==> config.mk <==
export PLATFORM = sky130hd
export DESIGN_NAME = layer_sequencer_flat
export DESIGN_NICKNAME = d
export VERILOG_FILES = /design/src/rtl/layer_sequencer_if.sv /design/src/rtl/layer_sequencer.sv /design/src/flat_wrapper.sv
export SDC_FILE = /design/constraint.sdc
export NUM_CORES = 1
export LEC_CHECK = 0
export BUFFER_PORTS_ARGS = -buffer_cell sky130_fd_sc_hd__buf_4
export CAP_MARGIN = 10
export CORE_ASPECT_RATIO = 1.1
export CORE_UTILIZATION = 51
export DETAILED_ROUTE_END_ITERATION = 8
export PLACE_DENSITY = 0.87
export SLEW_MARGIN = 10
export SYNTH_ARGS = -nofsm -noshare
export SYNTH_HDL_FRONTEND = slang
export SYNTH_SLANG_ARGS = --single-unit
==> constraint.sdc <==
create_clock -name clk -period 5.6 [get_ports clk]
set_clock_uncertainty 0.1 [all_clocks]
set_input_delay 1.12 -clock clk [delete_from_list [all_inputs] [get_ports clk]]
set_output_delay 1.12 -clock clk [all_outputs]
set_load 0.005 [all_outputs]
==> src/rtl/layer_sequencer_if.sv <==
// Host/weight-memory bundle for layer_sequencer: handshake, per-layer weight
// words in, per-layer addresses and status out.
interface layer_sequencer_if #(
    parameter int NUM_LAYERS = 2,
    parameter int DATA_W     = 32,
    parameter int CNT_W      = 32
);
    localparam int LW = (NUM_LAYERS > 1) ? $clog2(NUM_LAYERS) : 1;

    logic                         go;
    logic                         abort;
    logic [NUM_LAYERS*DATA_W-1:0] rdata;
    logic [NUM_LAYERS*CNT_W-1:0]  counter;
    logic [NUM_LAYERS-1:0]        layer_active;
    logic [NUM_LAYERS-1:0]        layer_start;
    logic [NUM_LAYERS-1:0]        layer_done;
    logic [LW-1:0]                cur_layer;
    logic                         busy;
    logic                         done;
    logic                         irq;
    logic                         error;

    modport master (
        output go, abort, rdata,
        input  counter, layer_active, layer_start, layer_done, cur_layer,
               busy, done, irq, error
    );

    modport slave (
        input  go, abort, rdata,
        output counter, layer_active, layer_start, layer_done, cur_layer,
               busy, done, irq, error
    );
endinterface

==> src/rtl/layer_sequencer.sv <==
// Steps the weight-address counters of NUM_LAYERS cascaded layers; each layer
// runs until its weight stream returns SENTINEL, then hands off to the next.
module layer_sequencer #(
    parameter int                NUM_LAYERS = 2,
    parameter int                DATA_W     = 32,
    parameter int                CNT_W      = 32,
    parameter logic [DATA_W-1:0] SENTINEL   = 32'h7fffffff,
    parameter int                MAX_LEN    = 1024
) (
    input logic              clk,
    input logic              reset,
    layer_sequencer_if.slave bus
);
    localparam int LW = (NUM_LAYERS > 1) ? $clog2(NUM_LAYERS) : 1;
    localparam logic [LW-1:0]    LAST_LAYER = LW'(NUM_LAYERS - 1);
    localparam logic [CNT_W-1:0] LAST_ADDR  = CNT_W'(MAX_LEN - 1);

    typedef enum logic [1:0] {IDLE, RUN, DONE, ERR} state_t;

    state_t                state;
    logic [LW-1:0]         cur;
    logic [CNT_W-1:0]      cnt [NUM_LAYERS];
    logic [NUM_LAYERS-1:0] active_q, start_q, done_q;
    logic                  busy_q, done_lvl_q, irq_q, error_q;
    logic                  hit;

    // NOTE: every always_comb output gets a default first so no latch is inferred.
    always_comb begin
        hit = 1'b0;
        if (state == RUN)
            hit = (bus.rdata[cur*DATA_W +: DATA_W] == SENTINEL);
    end

    // abort shares the reset path so it overrides go and a same-cycle sentinel.
    always_ff @(posedge clk) begin
        // NOTE: sequential state uses <= only; = here would create ordering races.
        if (reset || bus.abort) begin
            state      <= IDLE;
            cur        <= '0;
            active_q   <= '0;
            start_q    <= '0;
            done_q     <= '0;
            busy_q     <= 1'b0;
            done_lvl_q <= 1'b0;
            irq_q      <= 1'b0;
            error_q    <= 1'b0;
            // NOTE: the per-layer counters are few flops, so they are reset
            // explicitly rather than treated as unreset storage.
            for (int l = 0; l < NUM_LAYERS; l++) cnt[l] <= '0;
        end else begin
            irq_q   <= 1'b0;
            start_q <= '0;
            case (state)
                IDLE, DONE, ERR: begin
                    if (bus.go) begin
                        state      <= RUN;
                        cur        <= '0;
                        active_q   <= NUM_LAYERS'(1);
                        start_q    <= NUM_LAYERS'(1);
                        done_q     <= '0;
                        busy_q     <= 1'b1;
                        done_lvl_q <= 1'b0;
                        error_q    <= 1'b0;
                        for (int l = 0; l < NUM_LAYERS; l++) cnt[l] <= '0;
                    end
                end
                RUN: begin
                    if (hit) begin
                        done_q[cur] <= 1'b1;
                        if (cur == LAST_LAYER) begin
                            state      <= DONE;
                            active_q   <= '0;
                            busy_q     <= 1'b0;
                            done_lvl_q <= 1'b1;
                            irq_q      <= 1'b1;
                        end else begin
                            cur      <= cur + 1'b1;
                            active_q <= NUM_LAYERS'(1) << (cur + 1'b1);
                            start_q  <= NUM_LAYERS'(1) << (cur + 1'b1);
                        end
                    end else if (cnt[cur] == LAST_ADDR) begin
                        state    <= ERR;
                        active_q <= '0;
                        busy_q   <= 1'b0;
                        error_q  <= 1'b1;
                        irq_q    <= 1'b1;
                    end else begin
                        cnt[cur] <= cnt[cur] + 1'b1;
                    end
                end
                default: state <= IDLE;
            endcase
        end
    end

    for (genvar g = 0; g < NUM_LAYERS; g++) begin : g_pack
        assign bus.counter[g*CNT_W +: CNT_W] = cnt[g];
    end

    assign bus.layer_active = active_q;
    assign bus.layer_start  = start_q;
    assign bus.layer_done   = done_q;
    assign bus.cur_layer    = cur;
    assign bus.busy         = busy_q;
    assign bus.done         = done_lvl_q;
    assign bus.irq          = irq_q;
    assign bus.error        = error_q;
endmodule
==> src/flat_wrapper.sv <==
// flat-port wrapper written by rule: the top's interface ports become plain ports
module layer_sequencer_flat 
#(
    parameter int                NUM_LAYERS = 2,
    parameter int                DATA_W     = 32,
    parameter int                CNT_W      = 32,
    parameter logic [DATA_W-1:0] SENTINEL   = 32'h7fffffff,
    parameter int                MAX_LEN    = 1024
)
  (clk, reset, bus_go, bus_abort, bus_rdata, bus_counter, bus_layer_active, bus_layer_start, bus_layer_done, bus_cur_layer, bus_busy, bus_done, bus_irq, bus_error);
  layer_sequencer_if #(.NUM_LAYERS(NUM_LAYERS), .DATA_W(DATA_W), .CNT_W(CNT_W)) bus_i ();
  input logic clk;
  input logic reset;
  input wire logic [$bits(bus_i.go)-1:0] bus_go;
  input wire logic [$bits(bus_i.abort)-1:0] bus_abort;
  input wire logic [$bits(bus_i.rdata)-1:0] bus_rdata;
  output wire logic [$bits(bus_i.counter)-1:0] bus_counter;
  output wire logic [$bits(bus_i.layer_active)-1:0] bus_layer_active;
  output wire logic [$bits(bus_i.layer_start)-1:0] bus_layer_start;
  output wire logic [$bits(bus_i.layer_done)-1:0] bus_layer_done;
  output wire logic [$bits(bus_i.cur_layer)-1:0] bus_cur_layer;
  output wire logic [$bits(bus_i.busy)-1:0] bus_busy;
  output wire logic [$bits(bus_i.done)-1:0] bus_done;
  output wire logic [$bits(bus_i.irq)-1:0] bus_irq;
  output wire logic [$bits(bus_i.error)-1:0] bus_error;
  assign bus_i.go = bus_go;
  assign bus_i.abort = bus_abort;
  assign bus_i.rdata = bus_rdata;
  assign bus_counter = bus_i.counter;
  assign bus_layer_active = bus_i.layer_active;
  assign bus_layer_start = bus_i.layer_start;
  assign bus_layer_done = bus_i.layer_done;
  assign bus_cur_layer = bus_i.cur_layer;
  assign bus_busy = bus_i.busy;
  assign bus_done = bus_i.done;
  assign bus_irq = bus_i.irq;
  assign bus_error = bus_i.error;
  layer_sequencer #(.NUM_LAYERS(NUM_LAYERS), .DATA_W(DATA_W), .CNT_W(CNT_W), .SENTINEL(SENTINEL), .MAX_LEN(MAX_LEN)) u_core (.clk(clk), .reset(reset), .bus(bus_i));
endmodule
==> impl_results.rst, run 1 <==
.. list-table::
   :header-rows: 1

   * - Metric
     - Value
   * - Min-Delay Startpoint
     - u_core.bus.done
   * - Clock transition at path regs
     - 0.08 ns
   * - Post-CTS setup repair buffer count
     - 0
   * - Status
     - finished clean
   * - Startpoint types
     - register
   * - Most common cell on crit path
     - nand2_1
   * - Unique masters post-synth
     - 62
   * - Number of synthesized flops with an enable pin
     - 64
   * - Clock tree buffer depth
     - 2
   * - Synthesized area
     - 0.00436 mm^2
   * - Fraction of layout cells with a size suffix above 1
     - 34.5%
   * - Die Width
     - between 90 and 100 um
   * - Top cells by instance count after synthesis
     - nor2_1 (74), edfxtp_1 (64), nand2_1 (31)
   * - Clock Latency Late Sink
     - 0.35 ns
   * - Remaining routing DRC violations
     - 0
   * - CP top delay family
     - simple AND/OR/NAND/NOR gates
   * - Minimum setup slack in the final design
     - 1.88 ns
   * - Register-to-register setup slack
     - roughly 1.9 ns
   * - Class of the tightest hold or removal check
     - reg2reg
   * - Average via count per standard cell
     - roughly 5.8
   * - Ratio of total power to cell area
     - 220 mW/mm^2
   * - Setup-violating endpoint count in the final report
     - 0
   * - IR drop worst, VDD
     - 0.111 mV
   * - Buf+Inv Stages, Crit Path
     - 2
   * - Count of routing violations after the opening detailed-route iteration
     - 292
   * - Gate count of the mapped netlist
     - approximately 410
   * - Mean post-synth cell area
     - 10.5 um^2
   * - Total global-route track usage
     - 26.0%
   * - Final WL
     - 11,500 um
   * - Count of endpoints failing hold in the final timing report
     - 0
   * - Via total after detailed routing
     - 3,861
   * - Depth of the worst register-to-register path
     - 9
   * - Final number of max-transition violations
     - 0
   * - Endpoint class of the critical path
     - register
   * - Seq/Total Area, Yosys
     - between 50 and 60%
   * - Pin count of the biggest net entering global routing
     - 33
   * - Hold endpoint
     - u_core.bus.done
   * - Count of port buffers added during placement
     - 142
   * - Arrival time of data at the critical path endpoint
     - around 3.6 ns
   * - # clock sinks
     - between 70 and 80
   * - Count of standard-cell rows
     - 35
   * - Share of Yosys cell area claimed by the top area cell type
     - approximately 44%
   * - Number of diodes
     - 0
   * - Tightest slew margin relative to the limit
     - 54.8%
   * - Req. time, crit path
     - about 5.5 ns
   * - Number of resized instances in the post-cts repair step
     - 0
   * - Overall power
     - 1.25 mW
   * - Leakage power
     - approximately 2.2 nW
   * - Period Utilization, post-route
     - between 60 and 70%
   * - Final ANT Viol Nets
     - 0
   * - Async set-or-reset flop fraction in the synthesized netlist
     - 0%
   * - Average detailed-routed wire length per instance
     - around 17 um
   * - First-pass GRT wire length
     - 18,200 um
   * - Syn Nets
     - just under 500
   * - Number of hold buffers added after cts
     - 0
   * - Number of synthesized register bits
     - 78
   * - Cell chain of the critical path
     - mux2_2 -> ha_1 -> inv_1 -> a221oi_2 -> nand2_1 -> and3b_1 -> or4b_1 -> nand2_1 -> buf_4
   * - Total gr overflow
     - 0
   * - Cell type of the slowest stage on the worst timing path
     - or4b_1
   * - Number of clock buffers inserted by TritonCTS
     - 9
   * - Setup TNS
     - 0 ns
   * - Library cell occupying the most area in the post-synthesis netlist
     - edfxtp_1
   * - Layout Area Growth over Synthesis
     - 30.7%
   * - Most numerous cell in the Yosys netlist
     - nor2_1
   * - Number of cells on the worst hold path
     - 2
   * - Effective utilization at floorplan
     - 52.4%
   * - TritonCTS clock tree
     - yes
   * - Layout Nets
     - 624
   * - Worst-path maximum fanout
     - 32
   * - Kind of critical path
     - reg2reg
   * - Maximum clock frequency
     - roughly 270 MHz
   * - FF-to-FF End
     - u_core.cnt[0][9]
   * - Worst-Margin Slew
     - roughly 0.66 ns
   * - Minimum setup slack after placement
     - 1.90 ns
   * - Count of pins on the block boundary
     - 143
   * - RSZ-0062 raised after global routing
     - no
   * - Initial antenna violation count
     - 0
   * - Vias in the first global route
     - 3,848
   * - Area of the placeable core
     - 0.00832 mm^2
   * - Maximum capacitance violations
     - 0
   * - Die Height
     - 99.0 um
   * - Total iterations of the first detailed-routing run
     - 5
   * - Cell chosen for the clock root
     - clkbuf_8
   * - Die area
     - 0.00892 mm^2
   * - Tmin final
     - between 3 and 4 ns
   * - Hold WS
     - between 0.3 and 0.4 ns
   * - Slowest Stage Delay on Critical Path
     - ~0.82 ns
   * - Gp weighted congestion
     - 0.941
   * - Top cells by area in the synthesized netlist
     - edfxtp_1 (44%), dfxtp_1 (6.4%), nor2_1 (6.4%)
   * - Depth of the CTS H-tree
     - 3
   * - Yosys synthesis warning count
     - 0
   * - HPWL after DPL
     - 8420 um
   * - Most used flip-flop cell after synthesis
     - edfxtp_1
[cells by family after synthesis]
logic type                 count (synthesis)  synth area share [%]
buffers and inverters                     24                  3.24
AOI/OAI and AO/OA                         42                  7.01
muxes                                     28                  6.72
adders and majority gates                  1                 0.287
and+or+nand+nor                          207                  25.4
DFF                                       78                  50.5
xor gates and xnor gates                  34                  6.83
[how the worst max path moves through the flow]
stage                  startpoint                 to  cells past startpoint
global placement    bus_rdata[31]  u_core.cnt[1][15]                      8
detailed placement       register  u_core.cnt[0][15]                      9
global route             register  u_core.cnt[1][19]                      8
finish                   register   u_core.cnt[0][9]                      9
CTS                      register  u_core.cnt[0][16]                      9
floorplan                register   u_core.cnt[0][0]                     15
[cell type report]
cell class,count,area (um^2)
Inverter,6,22.5
Sequential cell,78,2200
Tap cell,111,139
Clock buffer,11,131
Clock inverter,5,73.8
Fill cell,640,2630
Timing Repair Buffer,148,1110
Multi-Input combinational cell,312,2010
[through the flow]
stage | utilization [%] | instance area [um^2] | instances
final | 68.5 | 5700 | 671
after global routing | 68.5 | 5700 | 671
after CTS | 68.5 | 5700 | 671
after detailed placement | 66.0 | 5490 | 655
after global placement | 66.0 | 5490 | 655
after floorplan | - | 4360 | 414
[cells in the final DEF (no fill, tap or decap), types with 2 or more instances in the layout]
cell type    n
a211oi_1     3
a21o_1       2
a21oi_1     12
a31oi_1      4
and2_1       2
and3_1       2
and3b_1      2
buf_4      148
bufinv_16    2
clkbuf_1     2
clkbuf_8     9
clkinv_2     2
dfxtp_1     13
edfxtp_1    64
inv_1        6
mux2_2       7
mux2i_1     20
nand2_1     31
nand2b_1     3
nand3_1     10
nand3b_1     4
nand4_1     23
nand4_2      2
nand4b_1     7
nor2_1      74
nor2_2       3
nor2b_1      5
nor3_1      11
nor4_1       9
nor4_2       2
o21ai_0      6
o221a_2      2
o22ai_1      2
or2_2        3
or3_1        3
xnor2_1     20
xor2_1      14
[routing by layer]
layer | GRT usage, % | routed length (um)
met2 | 47.6 | 6220
met4 | 11.0 | 216
met5 | 0 | 0
met1 | 30.4 | 4280
met3 | 3.70 | 786
[registers in the layout (all words and copies together), names as in the netlist, named ones only]
| name | count |
|---|---|
| u_core.bus.layer_active | 2 |
| u_core.state | 2 |
| u_core.cnt | 64 |
| u_core.bus.layer_done | 2 |
| u_core.bus.busy | 1 |
| u_core.bus.irq | 1 |
| u_core.bus.done | 1 |
| u_core.bus.cur_layer | 1 |
| u_core.bus.error | 1 |
| u_core.bus.layer_start | 2 |
[worst min-delay path, delay by kind of cell, from the launching register on]
family / cells / cell delay [ns]
flops: 1 / 0.32
simple gates: 2 / 0.09
[report_power, final]
part	switching (mW)	internal, mW	leakage (nW)
Sequential	0.0251	0.647	0.857
Combinational	0.0564	0.0741	1.23
Clock	0.201	0.249	0.105
Total	0.282	0.969	2.20
Note: power is estimated with default switching activity, not from simulation.
==> run 2, diff against run 1 <==
==> constraint.sdc (replaced) <==
create_clock -name clk -period 3.7 [get_ports clk]
set_clock_uncertainty 0.1 [all_clocks]
set_input_delay 0.74 -clock clk [delete_from_list [all_inputs] [get_ports clk]]
set_output_delay 0.74 -clock clk [all_outputs]
set_load 0.005 [all_outputs]
==> impl_results.rst, run 2 (synthesis gave the netlist of run 1 again) <==
.. list-table::
   :header-rows: 1

   * - Metric
     - Value
   * - Leakage power
     - 2.21 nW (+0.51%)
   * - Commonest cells after routing, fill and taps aside
     - buf_4 (147), nor2_1 (74), edfxtp_1 (64), nand2_1 (29), nand4_1 (23)
   * - First-pass GRT wire length
     - 18,100 um (-0.38%)
   * - Effective utilization at floorplan
     - 52.4% (unchanged)
   * - Pin count of the biggest net entering global routing
     - 68 (+110%)
   * - Vias in the first global route
     - 3,723 (-3.2%)
   * - Gp weighted congestion
     - 0.938 (-0.28%)
   * - HPWL after DPL
     - 8430 um (+0.13%)
   * - Average via count per standard cell
     - 5.84 (+1.4%)
   * - Die Width
     - 90.1 um (unchanged)
   * - Post-CTS setup repair buffer count
     - 0 (unchanged)
   * - Arrival time of data at the critical path endpoint
     - 3.12 ns (-0.50 ns)
   * - Number of resized instances in the post-cts repair step
     - 0 (unchanged)
   * - Number of diodes
     - 0 (unchanged)
   * - Most frequent standard cell in the layout excluding fill and tap cells
     - buf_4
   * - Tmin final
     - 3.11 ns (-0.611 ns)
   * - Number of clock buffers inserted by TritonCTS
     - 9 (unchanged)
   * - Overall power
     - 1.86 mW (+49%)
   * - Period Utilization, post-route
     - 84.1% (+18 points)
   * - Tightest slew margin relative to the limit
     - 58.4% (+3.5 points)
   * - Setup TNS
     - 0 ns (unchanged)
   * - Clock Latency Late Sink
     - 0.36 ns (about the same)
   * - Status
     - finished clean
   * - Depth of the worst register-to-register path
     - 8 (-1)
   * - Total iterations of the first detailed-routing run
     - 5 (unchanged)
   * - Req. time, crit path
     - 3.71 ns (-1.78 ns)
   * - Number of cells on the worst hold path
     - 2 (unchanged)
   * - RSZ-0062 raised after global routing
     - no
   * - IR drop worst, VDD
     - 0.178 mV (+61%)
   * - Final Cell Area
     - 0.00573 mm^2 (+0.64%)
   * - Setup-violating endpoint count in the final report
     - 0 (unchanged)
   * - Ratio of total power to cell area
     - 324 mW/mm^2 (+48%)
   * - Kind of critical path
     - reg2reg
   * - Worst-Margin Slew
     - 0.618 ns (-0.0407 ns)
   * - Startpoint types
     - register
   * - Cell chain of the critical path
     - buf_12 -> mux2i_1 -> nand4_1 -> nor2_1 -> and3b_1 -> or4b_1 -> buf_4 -> nor2_1
   * - Final number of max-transition violations
     - 0 (unchanged)
   * - Total global-route track usage
     - 26.1% (+0.11 points)
   * - Placed Instances
     - 655 (unchanged)
   * - Die area
     - 0.00892 mm^2 (unchanged)
   * - Class of the tightest hold or removal check
     - reg2reg
   * - Fraction of layout cells with a size suffix above 1
     - 35.0% (+0.54 points)
   * - Register-to-register setup slack
     - 0.59 ns (-1.29 ns)
   * - FF-to-FF End
     - u_core.cnt[0][16]
   * - Cell area after placement
     - 0.00553 mm^2 (+0.66%)
   * - Slowest Stage Delay on Critical Path
     - 0.54 ns (-0.28 ns)
   * - Register with the most flip-flops
     - u_core.cnt
   * - Most common cell on crit path
     - nor2_1
   * - Layout Nets
     - 624 (unchanged)
   * - Average detailed-routed wire length per instance
     - 17.3 um (+0.90%)
   * - Worst-path maximum fanout
     - 67 (+110%)
   * - Initial antenna violation count
     - 0 (unchanged)
   * - Cell chosen for the clock root
     - clkbuf_8
   * - Flip-flop count of the largest register, all copies and words added
     - 64 (unchanged)
   * - Count of endpoints failing hold in the final timing report
     - 0 (unchanged)
   * - CP top delay family
     - simple AND/OR/NAND/NOR gates
   * - TritonCTS clock tree
     - yes
   * - # clock sinks
     - 78 (unchanged)
   * - Maximum clock frequency
     - 321 MHz (+20%)
   * - Hold endpoint
     - u_core.bus.done
   * - Final cell count without fillers
     - 671 (unchanged)
   * - Maximum capacitance violations
     - 0 (unchanged)
   * - Count of routing violations after the opening detailed-route iteration
     - 296 (+1.4%)
   * - Via total after detailed routing
     - 3,916 (+1.4%)
   * - Buf+Inv Stages, Crit Path
     - 2 (unchanged)
   * - Cell type of the slowest stage on the worst timing path
     - mux2i_1
   * - Min-Delay Startpoint
     - u_core.bus.done
   * - Area of the placeable core
     - 0.00832 mm^2 (unchanged)
   * - Count of port buffers added during placement
     - 142 (unchanged)
   * - Total gr overflow
     - 0 (unchanged)
   * - Depth of the CTS H-tree
     - 3 (unchanged)
   * - Number of hold buffers added after cts
     - 0 (unchanged)
   * - Final WL
     - 11,600 um (+0.90%)
   * - Endpoint class of the critical path
     - register
   * - Final ANT Viol Nets
     - 0 (unchanged)
   * - Count of standard-cell rows
     - 35 (unchanged)
   * - Clock tree buffer depth
     - 2 (unchanged)
   * - Count of pins on the block boundary
     - 143 (unchanged)
   * - Remaining routing DRC violations
     - 0 (unchanged)
   * - Layout Area Growth over Synthesis
     - 31.5%
   * - Die Height
     - 99.0 um (unchanged)
   * - Clock transition at path regs
     - 0.08 ns (about the same)
==> run 2: power by group <==
group	switching [mW]	total [mW]	internal, mW
sequential	0.0373	1.02	0.979
clock	0.304	0.644	0.340
combinational	0.0868	0.200	0.113
==> run 2: final cells by class <==
| class | count | area [um^2] |
|---|---|---|
| Timing Repair Buffer | 148 | 1120 |
| Tap cell | 111 | 139 |
| Fill cell | 633 | 2590 |
| Clock buffer | 13 | 191 |
| Multi-Input combinational cell | 312 | 2040 |
| Clock inverter | 3 | 13.8 |
| Sequential cell | 78 | 2200 |
| Inverter | 6 | 22.5 |
==> run 2: stage by stage <==
stage / hold WS (ns) / worst slack [ns] / util, %
2_1_floorplan: 0.337 / 0.0273 / -
3_3_place_gp: 0.341 / 0.699 / 66.4
3_5_place_dp: 0.338 / 0.648 / 66.4
4_1_cts: 0.355 / 0.626 / 68.9
5_1_grt: 0.385 / 0.467 / 68.9
6_report: 0.349 / 0.588 / 68.9
==> run 2: metal layers <==
layer	global-route usage, %	wire [um]
met5	0	0
met4	10.0	193
met3	4.09	827
met2	46.8	6100
met1	31.6	4490
==> run 2: worst max path at each step <==
stage	depth (start not counted)	start	end	slack, ns
3_5_place_dp	9	register	u_core.cnt[0][21]	0.65
4_1_cts	9	register	u_core.cnt[0][21]	0.63
5_1_grt	9	register	u_core.cnt[0][21]	0.47
2_1_floorplan	15	register	u_core.cnt[0][0]	0.03
6_report	8	register	u_core.cnt[0][16]	0.59
3_3_place_gp	8	register	u_core.cnt[0][22]	0.70
==> run 2: worst register-to-register path, stage by stage, from the launching register on <==
cell and delay [ns]:
dfxtp_2 0.40, buf_12 0.31, mux2i_1 0.56, nand4_1 0.22, nor2_1 0.18, and3b_1 0.24
or4b_1 0.45, buf_4 0.31, nor2_1 0.09
==> run 3, diff against run 2 <==
--- a/config.mk
+++ b/config.mk
@@ -8,9 +8,9 @@
 export BUFFER_PORTS_ARGS = -buffer_cell sky130_fd_sc_hd__buf_4
 export CAP_MARGIN = 10
 export CORE_ASPECT_RATIO = 1.1
-export CORE_UTILIZATION = 51
+export CORE_UTILIZATION = 46
 export DETAILED_ROUTE_END_ITERATION = 8
-export PLACE_DENSITY = 0.87
+export PLACE_DENSITY = 0.84
 export SLEW_MARGIN = 10
 export SYNTH_ARGS = -nofsm -noshare
 export SYNTH_HDL_FRONTEND = slang
==> constraint.sdc (replaced) <==
create_clock -name clk -period 2.85 [get_ports clk]
set_clock_uncertainty 0.1 [all_clocks]
set_input_delay 0.57 -clock clk [delete_from_list [all_inputs] [get_ports clk]]
set_output_delay 0.57 -clock clk [all_outputs]
set_load 0.005 [all_outputs]
==> impl_results.rst, run 3 (synthesis gave the netlist of run 1 again) <==
.. list-table::
   :header-rows: 1

   * - Metric
     - Value
   * - Status
     - finished clean
   * - Total iterations of the first detailed-routing run
     - 5 (unchanged)
   * - Arrival time of data at the critical path endpoint
     - 2.58 ns (-0.54 ns)
   * - Clock Power Share
     - 37.7% (+3.1 points)
   * - Startpoint types
     - register
   * - Cell area after placement
     - 0.00565 mm^2 (+2.3%)
   * - Class of the tightest hold or removal check
     - reg2reg
   * - Buf+Inv Stages, Crit Path
     - 1 (-1)
   * - Die Height
     - 104 um (+5.2%)
   * - Tmin final
     - 2.65 ns (-0.460 ns)
   * - Minimum setup slack after placement
     - 0.115 ns (-0.533 ns)
   * - Req. time, crit path
     - 2.77 ns (-0.94 ns)
   * - Relative contribution of combinational cells to total power
     - 10.6% (about the same)
   * - Remaining routing DRC violations
     - 0 (unchanged)
   * - Maximum clock frequency
     - 377 MHz (+17%)
   * - Maximum capacitance violations
     - 0 (unchanged)
   * - Setup TNS
     - 0 ns (unchanged)
   * - Slowest Stage Delay on Critical Path
     - 0.60 ns (+0.06 ns)
   * - Number of diodes
     - 0 (unchanged)
   * - Via total after detailed routing
     - 3,899 (-0.43%)
   * - # clock sinks
     - 78 (unchanged)
   * - Ratio of total power to cell area
     - 433 mW/mm^2 (+33%)
   * - Cell chosen for the clock root
     - clkbuf_8
   * - Clock transition at path regs
     - 0.07 ns (about the same)
   * - Post-CTS setup repair buffer count
     - 0 (unchanged)
   * - Most frequent standard cell in the layout excluding fill and tap cells
     - buf_4
   * - Number of clock buffers inserted by TritonCTS
     - 9 (unchanged)
   * - Share of the core filled with cells
     - 65.5% (-3.4 points)
   * - Final number of max-transition violations
     - 0 (unchanged)
   * - Total global-route track usage
     - 24.8% (-1.3 points)
   * - Vias in the first global route
     - 4,001 (+7.5%)
   * - Final WL
     - 11,900 um (+2.2%)
   * - First-pass GRT wire length
     - 18,900 um (+4.3%)
   * - Cell chain of the critical path
     - mux2_2 -> ha_4 -> inv_4 -> a221oi_4 -> nand2_1 -> and3b_1 -> or4b_4 -> nand2_8
   * - Setup-violating endpoint count in the final report
     - 0 (unchanged)
   * - RSZ-0062 raised after global routing
     - no
   * - Initial antenna violation count
     - 0 (unchanged)
   * - Flip-flop count of the largest register, all copies and words added
     - 64 (unchanged)
   * - Depth of the CTS H-tree
     - 3 (unchanged)
   * - Cell type of the slowest stage on the worst timing path
     - or4b_4
   * - Period Utilization, post-route
     - 93.1% (+8.9 points)
   * - Clock Latency Late Sink
     - 0.35 ns (about the same)
   * - CP top delay family
     - simple AND/OR/NAND/NOR gates
   * - HPWL after DPL
     - 8890 um (+5.4%)
   * - Final ANT Viol Nets
     - 0 (unchanged)
   * - Commonest cells after routing, fill and taps aside
     - buf_4 (156), nor2_1 (74), edfxtp_1 (64), nand2_1 (29), nand4_1 (23)
   * - Count of pins on the block boundary
     - 143 (unchanged)
   * - Worst-path maximum fanout
     - 32 (-52%)
   * - Leakage power
     - 2.30 nW (+4.3%)
   * - TritonCTS clock tree
     - yes
   * - Pin count of the biggest net entering global routing
     - 33 (-51%)
   * - Endpoint class of the critical path
     - register
   * - Die Width
     - 94.8 um (+5.2%)
   * - Count of endpoints failing hold in the final timing report
     - 0 (unchanged)
   * - Layout Nets
     - 635 (+1.8%)
   * - Worst-Margin Slew
     - 0.524 ns (-0.0940 ns)
   * - Fraction of power spent switching nets
     - 21.7% (-1.3 points)
   * - Count of standard-cell rows
     - 36 (+2.9%)
   * - IR drop worst, VDD
     - 0.242 mV (+36%)
   * - Total gr overflow
     - 0 (unchanged)
   * - Average via count per standard cell
     - 5.70 (-2.3%)
   * - Die area
     - 0.00987 mm^2 (+11%)
   * - Count of routing violations after the opening detailed-route iteration
     - 290 (-2.0%)
   * - Register with the most flip-flops
     - u_core.cnt
   * - Final Cell Area
     - 0.00590 mm^2 (+2.9%)
   * - Clock tree buffer depth
     - 2 (unchanged)
   * - Net switching power
     - 554 uW (+29%)
   * - Kind of critical path
     - reg2reg
   * - Tightest slew margin relative to the limit
     - 64.7% (+6.3 points)
   * - Average detailed-routed wire length per instance
     - 17.3 um (+0.22%)
   * - FILL cells
     - 692 (+9.3%)
   * - Count of port buffers added during placement
     - 142 (unchanged)
   * - Effective utilization at floorplan
     - 48.4% (-4.0 points)
   * - Gp weighted congestion
     - 0.898 (-4.3%)
   * - Internal Power
     - 2.00 mW (+40%)
   * - Minimum setup slack in the final design
     - 0.198 ns (-0.390 ns)
   * - Area of the placeable core
     - 0.00901 mm^2 (+8.3%)
   * - Part of the power in registers
     - 51.7% (-3.0 points)
   * - Layout Area Growth over Synthesis
     - 35.3%
   * - Fraction of layout cells with a size suffix above 1
     - 36.7% (+1.7 points)
## run 3: tightest hold or removal path, cell delays in order (launching register included)
cell and delay [ns]:
dfxtp_1 0.32, nand2_1 0.05, nand2_1 0.04
## run 3: metal layers
layer	track usage (%)	wire length, um
met1	27.7	4290
met4	9.96	202
met5	0	0
met2	45.5	6570
met3	4.09	803
## run 3: power by group through the flow
| stage | registers [mW] | logic (mW) | clock network [mW] |
|---|---|---|---|
| final | 1.32 | 0.270 | 0.963 |
| after detailed placement | 1.34 | 0.268 | 0 |
| after global placement | 1.34 | 0.263 | 0 |
| after floorplan | 1.34 | 0.0949 | 0 |
| after CTS | 1.32 | 0.270 | 0.965 |
| after global routing | 1.32 | 0.291 | 1.02 |
## run 3: repair_timing
| action | in CTS | in global routing |
|---|---|---|
| hold buffers | 0 | 0 |
| resized for setup | 0 | 4 |
| endpoints found under the setup margin | 0 | 55 |
## run 3: layout make-up
cell class	count	area [um^2]	share of cell area [%]
inverter	6	25.0	0.424
timing repair buffer	159	1210	20.6
tap	114	143	2.42
sequential	78	2200	37.4
clock inverter	5	98.8	1.68
multi-input combinational	312	2090	35.4
clock buffer	10	128	2.16
## run 3: path summary, 6_finish.rpt
path,start,endpoint,slack (ns),depth (start not counted)
setup reg to reg,register,u_core.cnt[0][0],0.20,8
hold / removal,u_core.bus.done,u_core.bus.done,0.35,2
setup / recovery,register,u_core.cnt[0][0],0.20,8
hold reg to reg,u_core.bus.done,u_core.bus.done,0.35,2
## run 3: stage by stage
stage	instances	hold slack (ns)	power, mW
3_5_place_dp	669	0.343	1.61
4_1_cts	684	0.355	2.55
3_3_place_gp	669	0.336	1.60
5_1_grt	684	0.374	2.63
6_report	684	0.352	2.55
2_1_floorplan	414	0.337	1.43
